===== config.mk =====
export PLATFORM = sky130hd
export DESIGN_NAME = jesd204b_8b10b_encoder_x4
export DESIGN_NICKNAME = d
export VERILOG_FILES = /design/src/rtl/jesd204b_pkg.sv /design/src/rtl/jesd204b_8b10b_octet_enc.sv /design/src/rtl/jesd204b_8b10b_encoder_x4.sv
export SDC_FILE = /design/constraint.sdc
export NUM_CORES = 1
export LEC_CHECK = 0
export ABC_CLOCK_PERIOD_IN_PS = 8600
export CORE_ASPECT_RATIO = 0.7
export CORE_MARGIN = 3
export CORE_UTILIZATION = 45
export CTS_CLUSTER_SIZE = 40
export DETAILED_ROUTE_END_ITERATION = 16
export GPL_TIMING_DRIVEN = 0
export PLACE_DENSITY = 0.62
export SLEW_MARGIN = 10
export SYNTH_ARGS = -nofsm -noshare
export SYNTH_HDL_FRONTEND = slang
export SYNTH_SLANG_ARGS = --single-unit

===== constraint.sdc =====
create_clock -name clk -period 8.6 [get_ports clk]
set_clock_uncertainty 0.1 [all_clocks]
set_input_delay 0.86 -clock clk [delete_from_list [all_inputs] [get_ports clk]]
set_output_delay 0.86 -clock clk [all_outputs]
set_load 0.05 [all_outputs]

===== src/rtl/jesd204b_pkg.sv =====
// Shared JESD204B definitions: control-character octets used by the link
// layer and this encoder, running-disparity encoding, and the 8b/10b
// sub-block tables.
// Sub-block codes are held in abcdei / fghj order, with 'a' (or 'f') as the MSB.
// bitrev10 turns {abcdei, fghj} into wire order, with bit 0 = 'a'.
package jesd204b_pkg;

    localparam logic RD_NEG = 1'b0;
    localparam logic RD_POS = 1'b1;

    localparam logic [7:0] K28_0 = 8'h1C;   // R
    localparam logic [7:0] K28_1 = 8'h3C;
    localparam logic [7:0] K28_2 = 8'h5C;
    localparam logic [7:0] K28_3 = 8'h7C;   // A
    localparam logic [7:0] K28_4 = 8'h9C;   // Q
    localparam logic [7:0] K28_5 = 8'hBC;   // K
    localparam logic [7:0] K28_6 = 8'hDC;
    localparam logic [7:0] K28_7 = 8'hFC;   // F
    localparam logic [7:0] K23_7 = 8'hF7;
    localparam logic [7:0] K27_7 = 8'hFB;
    localparam logic [7:0] K29_7 = 8'hFD;
    localparam logic [7:0] K30_7 = 8'hFE;

    localparam logic [3:0] A7_NEG = 4'b0111;
    localparam logic [3:0] A7_POS = 4'b1000;

    typedef struct packed {
        logic [5:0] neg;
        logic [5:0] pos;
        logic       unbal;
    } sub6_t;

    typedef struct packed {
        logic [3:0] neg;
        logic [3:0] pos;
        logic       unbal;
    } sub4_t;

    function automatic logic k_is_legal(input logic [7:0] v);
        logic r;
        r = 1'b0;
        case (v)
            K28_0, K28_1, K28_2, K28_3, K28_4, K28_5, K28_6, K28_7,
            K23_7, K27_7, K29_7, K30_7: r = 1'b1;
            default: r = 1'b0;
        endcase
        return r;
    endfunction

    // Table entry is {unbalanced, RD- code}. The RD+ code is the complement
    // when unbalanced; D.7 (111000/000111) is balanced but still alternates.
    function automatic sub6_t enc_5b6b(input logic [4:0] edcba, input logic k);
        logic [6:0] t;
        sub6_t      r;
        case (edcba)
            5'd0:  t = 7'b1_100111;  5'd1:  t = 7'b1_011101;
            5'd2:  t = 7'b1_101101;  5'd3:  t = 7'b0_110001;
            5'd4:  t = 7'b1_110101;  5'd5:  t = 7'b0_101001;
            5'd6:  t = 7'b0_011001;  5'd7:  t = 7'b0_111000;
            5'd8:  t = 7'b1_111001;  5'd9:  t = 7'b0_100101;
            5'd10: t = 7'b0_010101;  5'd11: t = 7'b0_110100;
            5'd12: t = 7'b0_001101;  5'd13: t = 7'b0_101100;
            5'd14: t = 7'b0_011100;  5'd15: t = 7'b1_010111;
            5'd16: t = 7'b1_011011;  5'd17: t = 7'b0_100011;
            5'd18: t = 7'b0_010011;  5'd19: t = 7'b0_110010;
            5'd20: t = 7'b0_001011;  5'd21: t = 7'b0_101010;
            5'd22: t = 7'b0_011010;  5'd23: t = 7'b1_111010;
            5'd24: t = 7'b1_110011;  5'd25: t = 7'b0_100110;
            5'd26: t = 7'b0_010110;  5'd27: t = 7'b1_110110;
            5'd28: t = 7'b0_001110;  5'd29: t = 7'b1_101110;
            5'd30: t = 7'b1_011110;
            default: t = 7'b1_101011;
        endcase
        if (k && edcba == 5'd28) t = 7'b1_001111;
        r.neg   = t[5:0];
        r.unbal = t[6];
        r.pos   = (t[6] || edcba == 5'd7) ? ~t[5:0] : t[5:0];
        return r;
    endfunction

    // Data x.7 returns the primary P7 code; the A7 choice for data depends on
    // the 5b value and is made in the chain. K.x.7 always uses A7. For K codes
    // the RD- column is the complement of the RD+ column, including neutral codes.
    function automatic sub4_t enc_3b4b(input logic [2:0] hgf, input logic k);
        logic [4:0] t;
        sub4_t      r;
        case (hgf)
            3'd0: t = 5'b1_1011;  3'd1: t = 5'b0_1001;
            3'd2: t = 5'b0_0101;  3'd3: t = 5'b0_1100;
            3'd4: t = 5'b1_1101;  3'd5: t = 5'b0_1010;
            3'd6: t = 5'b0_0110;
            default: t = k ? {1'b1, A7_NEG} : 5'b1_1110;
        endcase
        r.unbal = t[4];
        r.pos   = (t[4] || hgf == 3'd3) ? ~t[3:0] : t[3:0];
        r.neg   = k ? ~r.pos : t[3:0];
        return r;
    endfunction

    function automatic logic [9:0] bitrev10(input logic [9:0] v);
        logic [9:0] r;
        for (int i = 0; i < 10; i++) r[i] = v[9-i];
        return r;
    endfunction

endpackage


===== src/rtl/jesd204b_8b10b_octet_enc.sv =====
// Combinational 8b/10b encoder for one octet.
// Ports: octet/k = input character, rd_in = running disparity before it;
//        sym = 10-bit symbol (bit 0 = 'a'), rd_next = disparity after it,
//        k_illegal = k set on a non-control value (encoded as K28.5 instead).
module jesd204b_8b10b_octet_enc
    import jesd204b_pkg::*;
(
    input  logic [7:0] octet,
    input  logic       k,
    input  logic       rd_in,
    output logic [9:0] sym,
    output logic       rd_next,
    output logic       k_illegal
);

    logic [7:0] oct_eff;
    sub6_t      s6;
    sub4_t      s4;
    logic [5:0] c6;
    logic [3:0] c4;
    logic       rd_mid;
    logic       use_a7;

    always_comb begin
        k_illegal = k && !k_is_legal(octet);
        oct_eff   = k_illegal ? K28_5 : octet;
        s6        = enc_5b6b(oct_eff[4:0], k);
        s4        = enc_3b4b(oct_eff[7:5], k);
        c6        = (rd_in == RD_POS) ? s6.pos : s6.neg;
        rd_mid    = s6.unbal ? ~rd_in : rd_in;
        // A7 avoids a run of five identical bits across the e-i / f-g boundary.
        use_a7    = !k && oct_eff[7:5] == 3'd7 &&
                    ((rd_mid == RD_NEG && (oct_eff[4:0] == 5'd17 || oct_eff[4:0] == 5'd18 ||
                                           oct_eff[4:0] == 5'd20)) ||
                     (rd_mid == RD_POS && (oct_eff[4:0] == 5'd11 || oct_eff[4:0] == 5'd13 ||
                                           oct_eff[4:0] == 5'd14)));
        if (use_a7) c4 = (rd_mid == RD_POS) ? A7_POS : A7_NEG;
        else        c4 = (rd_mid == RD_POS) ? s4.pos : s4.neg;
        rd_next   = s4.unbal ? ~rd_mid : rd_mid;
        sym       = bitrev10({c6, c4});
    end

endmodule


===== src/rtl/jesd204b_8b10b_encoder_x4.sv =====
// Four-octet 8b/10b encoder for the JESD204B TX path.
// Ports: clk, reset_b (async, active low); tx_par_data/tx_datak = one word per
//        clock, with octet 0 first; enc_data = 4 symbols, [9:0] first;
//        enc_valid = pipeline filled; rd_out = disparity after the last symbol;
//        k_err = illegal K in this word; disp_err = sticky self-check failure.
// Stage 1 registers the word. Stage 2 chains four octet encoders from the rd
// register. With OUT_REG set, a final register stage follows.
module jesd204b_8b10b_encoder_x4
    import jesd204b_pkg::*;
#(
    parameter bit OUT_REG = 1'b1,
    parameter bit RD_INIT = 1'b0
) (
    input  logic        clk,
    input  logic        reset_b,
    input  logic [31:0] tx_par_data,
    input  logic [3:0]  tx_datak,
    output logic [39:0] enc_data,
    output logic        enc_valid,
    output logic        rd_out,
    output logic        k_err,
    output logic        disp_err
);

    logic [31:0] s1_data;
    logic [3:0]  s1_k;
    logic        s1_valid;
    logic        rd_q;
    logic [4:0]  rd_chain;
    logic [39:0] s2_data;
    logic [3:0]  k_ill;
    logic        chk_bad;

    always_ff @(posedge clk or negedge reset_b) begin
        if (!reset_b) begin
            s1_data  <= '0;
            s1_k     <= '0;
            s1_valid <= 1'b0;
        end else begin
            s1_data  <= tx_par_data;
            s1_k     <= tx_datak;
            s1_valid <= 1'b1;
        end
    end

    assign rd_chain[0] = rd_q;

    for (genvar i = 0; i < 4; i++) begin : g_oct
        jesd204b_8b10b_octet_enc u_enc (
            .octet     (s1_data[i*8 +: 8]),
            .k         (s1_k[i]),
            .rd_in     (rd_chain[i]),
            .sym       (s2_data[i*10 +: 10]),
            .rd_next   (rd_chain[i+1]),
            .k_illegal (k_ill[i])
        );
    end

    // Each symbol must carry 4/5/6 ones. Unbalanced symbols must oppose the
    // disparity they were sent from and flip it. Neutral symbols must leave it.
    always_comb begin
        chk_bad = 1'b0;
        for (int i = 0; i < 4; i++) begin
            case ($countones(s2_data[i*10 +: 10]))
                4: if (rd_chain[i] != RD_POS || rd_chain[i+1] != RD_NEG) chk_bad = 1'b1;
                5: if (rd_chain[i+1] != rd_chain[i]) chk_bad = 1'b1;
                6: if (rd_chain[i] != RD_NEG || rd_chain[i+1] != RD_POS) chk_bad = 1'b1;
                default: chk_bad = 1'b1;
            endcase
        end
    end

    // rd only advances on real words, so the cleared stage-1 contents after
    // reset never disturb RD_INIT.
    always_ff @(posedge clk or negedge reset_b) begin
        if (!reset_b) begin
            rd_q     <= RD_INIT;
            disp_err <= 1'b0;
        end else if (s1_valid) begin
            rd_q <= rd_chain[4];
            if (chk_bad) disp_err <= 1'b1;
        end
    end

    if (OUT_REG) begin : g_out_reg
        logic [39:0] data_q;
        logic        valid_q;
        logic        kerr_q;

        always_ff @(posedge clk or negedge reset_b) begin
            if (!reset_b) begin
                data_q  <= '0;
                valid_q <= 1'b0;
                kerr_q  <= 1'b0;
            end else begin
                data_q  <= s1_valid ? s2_data : '0;
                valid_q <= s1_valid;
                kerr_q  <= s1_valid & (|k_ill);
            end
        end

        assign enc_data  = data_q;
        assign enc_valid = valid_q;
        assign k_err     = kerr_q;
        // rd_q is loaded on the same edge as data_q, so they stay aligned.
        assign rd_out    = rd_q;
    end else begin : g_out_comb
        assign enc_data  = s1_valid ? s2_data : '0;
        assign enc_valid = s1_valid;
        assign k_err     = s1_valid & (|k_ill);
        assign rd_out    = s1_valid ? rd_chain[4] : rd_q;
    end

endmodule


==> qor.yml, run 1 <==
outcome:
  outcome: "finished clean"
drt:
  drtIter0Drc: 798
  dr.max_layer_used: "met4"
  firstDrtPassIters: 6
  wl_met3_um: 1350
  postRouteAntennaNets: 0
  wirelength_met1_um: 9490
  post-route-drc-count: 0
  wirelength_um: 18500
  vias: 6586
  wl_met2_um: 7440
  routedWlPerCell_um: 16.0
  vias_per_cell: 5.71
setup_path:
  max_stage_delay_ns: 0.54
  cp_common_cell: "fa_1"
  path_depth: 29
  cp.required_ns: 8.72
  slowest_stage: "fa_1"
  cp.buffers_inverters: 5
  worstPathMaxFanout: 10
  worstRegToRegCells: 29
  crit_family: "adder cells"
  cp-end-kind: "flip-flop"
  startpoint_type: "flip-flop"
  crit_type: "flip-flop to flip-flop"
  worst_ep_arrival_time_ns: 8.16
cts:
  clk_root_buffer_cell: "clkbuf_16"
  cts.sinks: 81
  clock_path_buffers: 2
  cts_tree: "done"
  cts_htree_levels: 3
  cts_made_buffers: 9
  post_cts_buffers: 0
  cts_hold_buf: 0
  path_clk_slew_ns: 0.06
  worstSkewPairLatency_ns: 0.35
timing:
  period_share_pct: 93.5
  worst_slack_ns: 0.555
  rsz0062_at_grt: "no"
  finalHoldViolations: 0
  setup_viol: 0
  maxSlewHeadroom_pct: 38.0
  timing.fmax_ghz: 0.124
  setup_tns_ns: 0
  fin_hold_ws_ns: 0.374
  tightest_slew_ns: 0.906
  fin_crit_ns: 8.05
  maxSlewViolCount: 0
floorplanning:
  initial_utilization_pct: 46.3
  die_w_um: 157
  die_area_um2: 17600
  rows: 38
  io_pins: 82
  die_h_um: 112
  core-area_um2: 15600
synthesis:
  synth_cell_types: 84
  synthArstFlopShare_pct: 100
  synth_fp_nets: 963
  synth_top_area_cell: "dfrtp_1"
  synthesis.instances: 856
  synthFlopType: "dfrtp_1"
  syn_avg_cell_area_um2: 8.44
  ys_seq_area_share_pct: 28.1
  netlist_area_um2: 7220
  ys_ff_latch: 81
  ys_warn_count: 0
  synth_top_area_share_pct: 28.1
  synth.area.top_cells: "dfrtp_1 (28%), ha_1 (7.8%), fa_1 (6.7%), o21ai_0 (4.6%), nor2_1 (4.5%)"
  synth_edf_count: 0
power:
  ir_drop_v: 0.000379
  power_density_nw_per_um2: 437
  p_total_mw: 3.77
  p_leak_nw: 3.64
finish:
  diodes: 0
  nets: 1055
  syn_to_final_growth_pct: 19.4
  fin_area_um2: 8630
  fillers: 1464
  utilization_pct: 55.3
  drive_gt1_share_pct: 6.61
  fin_cells: 1153
global_routing:
  antenna_found_initial: 0
  grt_pass1_vias: 5922
  grtUsageTotal_pct: 21.2
  grt_start_max_net_pins: 43
  grt_pass1_wl_um: 30400
  gr-total-overflow: 0
place:
  gp_congestion: 0.917
  numPlacedInstances: 1138
  pre_cts_ws_ns: -0.153
  place_area_um2: 8310
  io_buffers: 81
  place_hpwl_um: 14000
flow_run:
  drv_cap: 0
hold_path:
  worstHoldPathType: "flip-flop to flip-flop"
  whs_path_depth: 1
-- flip-flops by register name, indices dropped and copies added (netlist names) --
signal     flops
s1_data       32
s1_valid       1
s1_k           4
k_err          1
rd_out         1
enc_data      40
disp_err       1
enc_valid      1
-- area by class of cell --
cell class / instances / area [um2] / area share, %
plain buffers: 52 / 220 / 2.55
inverters: 57 / 216 / 2.51
clock inverters: 5 / 55.1 / 0.638
well taps: 200 / 250 / 2.90
multi-input cells: 665 / 4780 / 55.4
repair buffers: 82 / 836 / 9.69
flip-flops and latches: 81 / 2030 / 23.5
clock buffers: 11 / 243 / 2.81
-- cells by family (layout without fill, tap and decap cells) --
logic type	count (synthesis)	count (layout)	synth area share (%)
AND/OR/NAND/NOR	274	274	17.9
AO/OA/AOI/OAI	257	257	23.6
buffers and inverters	110	207	6.10
flip-flops	81	81	28.1
adder cells (fa/ha/maj)	69	69	14.4
XOR/XNOR	34	34	5.16
multiplexers	30	30	4.66
other	1	1	0.0519
-- layer usage --
layer  GRT usage (%)  vias to the layer above
li1                -                     3239
met1            34.5                     3060
met2            28.6                      269
met3            4.90                       18
met4            4.10                        0
met5               0                        -
-- power breakdown --
group          switching [mW]  internal [mW]
clock network           0.160          0.232
registers              0.0359          0.458
logic                    1.66           1.23
-- cell usage in the layout, fill, tap and decap left out, types with 8 or more instances in the layout --
master           netlist  final
a211oi_1              16     16
a21oi_1               63     63
a31oi_1               15     15
and2_1                19     19
and3_1                12     12
buf_2                  8      8
clkbuf_1              40     40
clkbuf_16              0      9
clkdlybuf4s50_1        0     80
dfrtp_1               81     81
fa_1                  24     24
ha_1                  45     45
inv_1                 52     52
mux2_2                 9      9
mux2i_1               19     19
nand2_1               66     66
nand3_1               22     22
nor2_1                86     86
nor3_1                24     24
o211ai_1               8      8
o21ai_0               66     66
xnor2_1               18     18
xor2_1                11     11
-- repair_timing --
action	in CTS	in global routing
endpoints found under the hold margin	0	0
resized for setup	1	3
endpoints found under the setup margin	1	1
-- cells in the mapped netlist, drive strengths merged (20+ instances only) --
library cell / n
nand3: 22
ha: 45
o21ai: 73
nor2: 87
fa: 24
clkbuf: 40
and2: 20
nor3: 24
a21oi: 63
inv: 54
dfrtp: 81
nand2: 66
-- path summary, 6_finish.rpt --
kind                                  startpoint               endpoint  slack (ns)
setup reg to reg           s1_data[23]$_DFF_PN0_   disp_err$_DFFE_PN0P_        0.55
hold reg to reg             disp_err$_DFFE_PN0P_   disp_err$_DFFE_PN0P_        0.37
setup / recovery           s1_data[23]$_DFF_PN0_   disp_err$_DFFE_PN0P_        0.55
max in group asynchronous                reset_b  s1_data[16]$_DFF_PN0_        7.42
min in group asynchronous                reset_b  enc_data[9]$_DFF_PN0_        0.39
hold / removal              disp_err$_DFFE_PN0P_   disp_err$_DFFE_PN0P_        0.37
Power figures use the tool's default switching activity.
==> run 2: changes to the inputs <==
--- a/config.mk
+++ b/config.mk
@@ -9,6 +9,7 @@
 export CORE_ASPECT_RATIO = 0.7
 export CORE_MARGIN = 3
 export CORE_UTILIZATION = 45
+export CTS_BUF_LIST = sky130_fd_sc_hd__clkbuf_8 sky130_fd_sc_hd__clkbuf_16
 export CTS_CLUSTER_SIZE = 40
 export DETAILED_ROUTE_END_ITERATION = 16
 export GPL_TIMING_DRIVEN = 0
==> run 2 against run 1 <==
Core utilization unchanged. Setup slack got worse by 0.0078 ns. Cell area unchanged. Flip-flop and latch count unchanged. Cell count did not move. Largest cell class unchanged. Critical path depth unchanged. Clock-buffer cell count down 1. Die area stayed put.
==> qor.yml, run 2 (synthesis gave the netlist of run 1 again) <==
outcome:
  outcome: "finished clean"
cts:
  cts.sinks: 81  # unchanged
  worstSkewPairLatency_ns: 0.35  # about the same
  cts_hold_buf: 0  # unchanged
  cts_htree_levels: 3  # unchanged
  cts_tree: "done"
  clk_root_buffer_cell: "clkbuf_16"
  cts_made_buffers: 9  # unchanged
  path_clk_slew_ns: 0.06  # about the same
  clock_path_buffers: 2  # unchanged
setup_path:
  cp.buffers_inverters: 5  # unchanged
  crit_type: "flip-flop to flip-flop"
  worstPathMaxFanout: 10  # unchanged
  worst_ep_arrival_time_ns: 8.17  # about the same
  startpoint_type: "flip-flop"
  max_stage_delay_ns: 0.54  # about the same
  cp.required_ns: 8.72  # about the same
  cp_common_cell: "fa_1"
  slowest_stage: "fa_1"
  crit_family: "adder cells"
  r2r_slack_ns: 0.55  # about the same
  cp-end-kind: "flip-flop"
finish:
  fin_cells: 1153  # unchanged
  final_common_cell: "nor2_1"
  drive_gt1_share_pct: 6.61  # unchanged
  largest_reg_flops: 40  # unchanged
  most-common-layout-cells: "nor2_1 (86), dfrtp_1 (81), clkdlybuf4s50_1 (80)"
  syn_to_final_growth_pct: 19.4  # unchanged
  diodes: 0  # unchanged
  nets: 1055  # unchanged
floorplanning:
  die_area_um2: 17600  # unchanged
  initial_utilization_pct: 46.3  # unchanged
  io_pins: 82  # unchanged
  rows: 38  # unchanged
  die_h_um: 112  # unchanged
  core-area_um2: 15600  # unchanged
  die_w_um: 157  # unchanged
drt:
  postRouteAntennaNets: 0  # unchanged
  post-route-drc-count: 0  # unchanged
  wirelength_um: 18500  # about the same
  vias: 6615  # +0.44%
  drtIter0Drc: 799  # +0.13%
  routedWlPerCell_um: 16.0  # about the same
  firstDrtPassIters: 6  # unchanged
  vias_per_cell: 5.74  # +0.44%
timing:
  rsz0062_at_grt: "no"
  setup_viol: 0  # unchanged
  finalHoldViolations: 0  # unchanged
  setup_tns_ns: 0  # unchanged
  maxSlewViolCount: 0  # unchanged
  tightest_slew_ns: 0.906  # -0.0000882 ns
  timing.fmax_ghz: 0.124  # about the same
  fin_crit_ns: 8.05  # +0.00783 ns
  period_share_pct: 93.6  # about the same
  maxSlewHeadroom_pct: 38.0  # about the same
place:
  io_buffers: 81  # unchanged
  place_hpwl_um: 14000  # unchanged
  gp_congestion: 0.917  # unchanged
  numPlacedInstances: 1138  # unchanged
global_routing:
  grt_pass1_vias: 5922  # unchanged
  gr-total-overflow: 0  # unchanged
  antenna_found_initial: 0  # unchanged
  grtUsageTotal_pct: 21.2  # unchanged
  grt_pass1_wl_um: 30400  # unchanged
  grt_start_max_net_pins: 43  # unchanged
power:
  ir_drop_v: 0.000379  # about the same
  p_leak_nw: 3.65  # +0.11%
  power_density_nw_per_um2: 437  # about the same
flow_run:
  drv_cap: 0  # unchanged
hold_path:
  worstHoldPathType: "flip-flop to flip-flop"
run 2: cell types whose count changed in the layout (fill, tap and decap cells not counted):
cell	before	now
clkbuf_1	40	39
inv_1	52	53
run 2: final cells by class:
type | count | area, um2
inverters | 57 | 216
clock buffers | 10 | 239
well taps | 200 | 250
multi-input cells | 665 | 4780
clock inverters | 6 | 58.8
repair buffers | 82 | 836
flip-flops and latches | 81 | 2030
fillers | 1464 | 6970
plain buffers | 52 | 220
run 2: power by group:
group	total, mW	switching, mW	internal [mW]
clock network	0.390	0.160	0.231
registers	0.494	0.0360	0.458
logic	2.89	1.66	1.23
run 2: what timing repair did:
action,4_1_cts,5_1_grt
setup buffers,0,0
resized for setup,1,3
setup endpoints to repair,1,1
run 2: final timing paths:
path / depth (start not counted) / start / endpoint
worst max-delay path: 29 / s1_data[23]$_DFF_PN0_ / disp_err$_DFFE_PN0P_
worst min-delay path: 1 / disp_err$_DFFE_PN0P_ / disp_err$_DFFE_PN0P_
worst max register to register: 29 / s1_data[23]$_DFF_PN0_ / disp_err$_DFFE_PN0P_
worst min register to register: 1 / disp_err$_DFFE_PN0P_ / disp_err$_DFFE_PN0P_
max in group asynchronous: 2 / reset_b / s1_data[16]$_DFF_PN0_
min in group asynchronous: 1 / reset_b / enc_data[9]$_DFF_PN0_
run 2: metal layers:
metal	track usage (%)	vias up	share of wire, %
met3	4.90	20	7.2
li1	-	3241	-
met1	34.5	3091	52
met2	28.6	263	40
met4	4.10	0	1.1
met5	0	-	0
run 2: through the flow:
| stage | hold slack (ns) | util, % | setup WS [ns] | total power [mW] | instance area [um2] |
|---|---|---|---|---|---|
| floorplan | 0.328 | - | 1.31 | 2.71 | 7220 |
| global placement | 0.359 | 53.1 | -0.182 | 3.35 | 8280 |
| detailed placement | 0.363 | 53.3 | -0.153 | 3.38 | 8310 |
| CTS | 0.381 | 55.2 | 0.128 | 3.79 | 8610 |
| global route | 0.405 | 55.3 | 0.0377 | 4.25 | 8630 |
| finish | 0.374 | 55.3 | 0.547 | 3.77 | 8630 |
run 2: worst register-to-register path: cells and delay by family, from the launching register on:
family	cells	cell delay (ns)
buf+inv	5	0.69
mux	1	0.16
simple gates	7	1.50
compound gates	7	1.47
fa+ha+maj	6	2.63
xor+xnor	3	1.06
flops	1	0.31
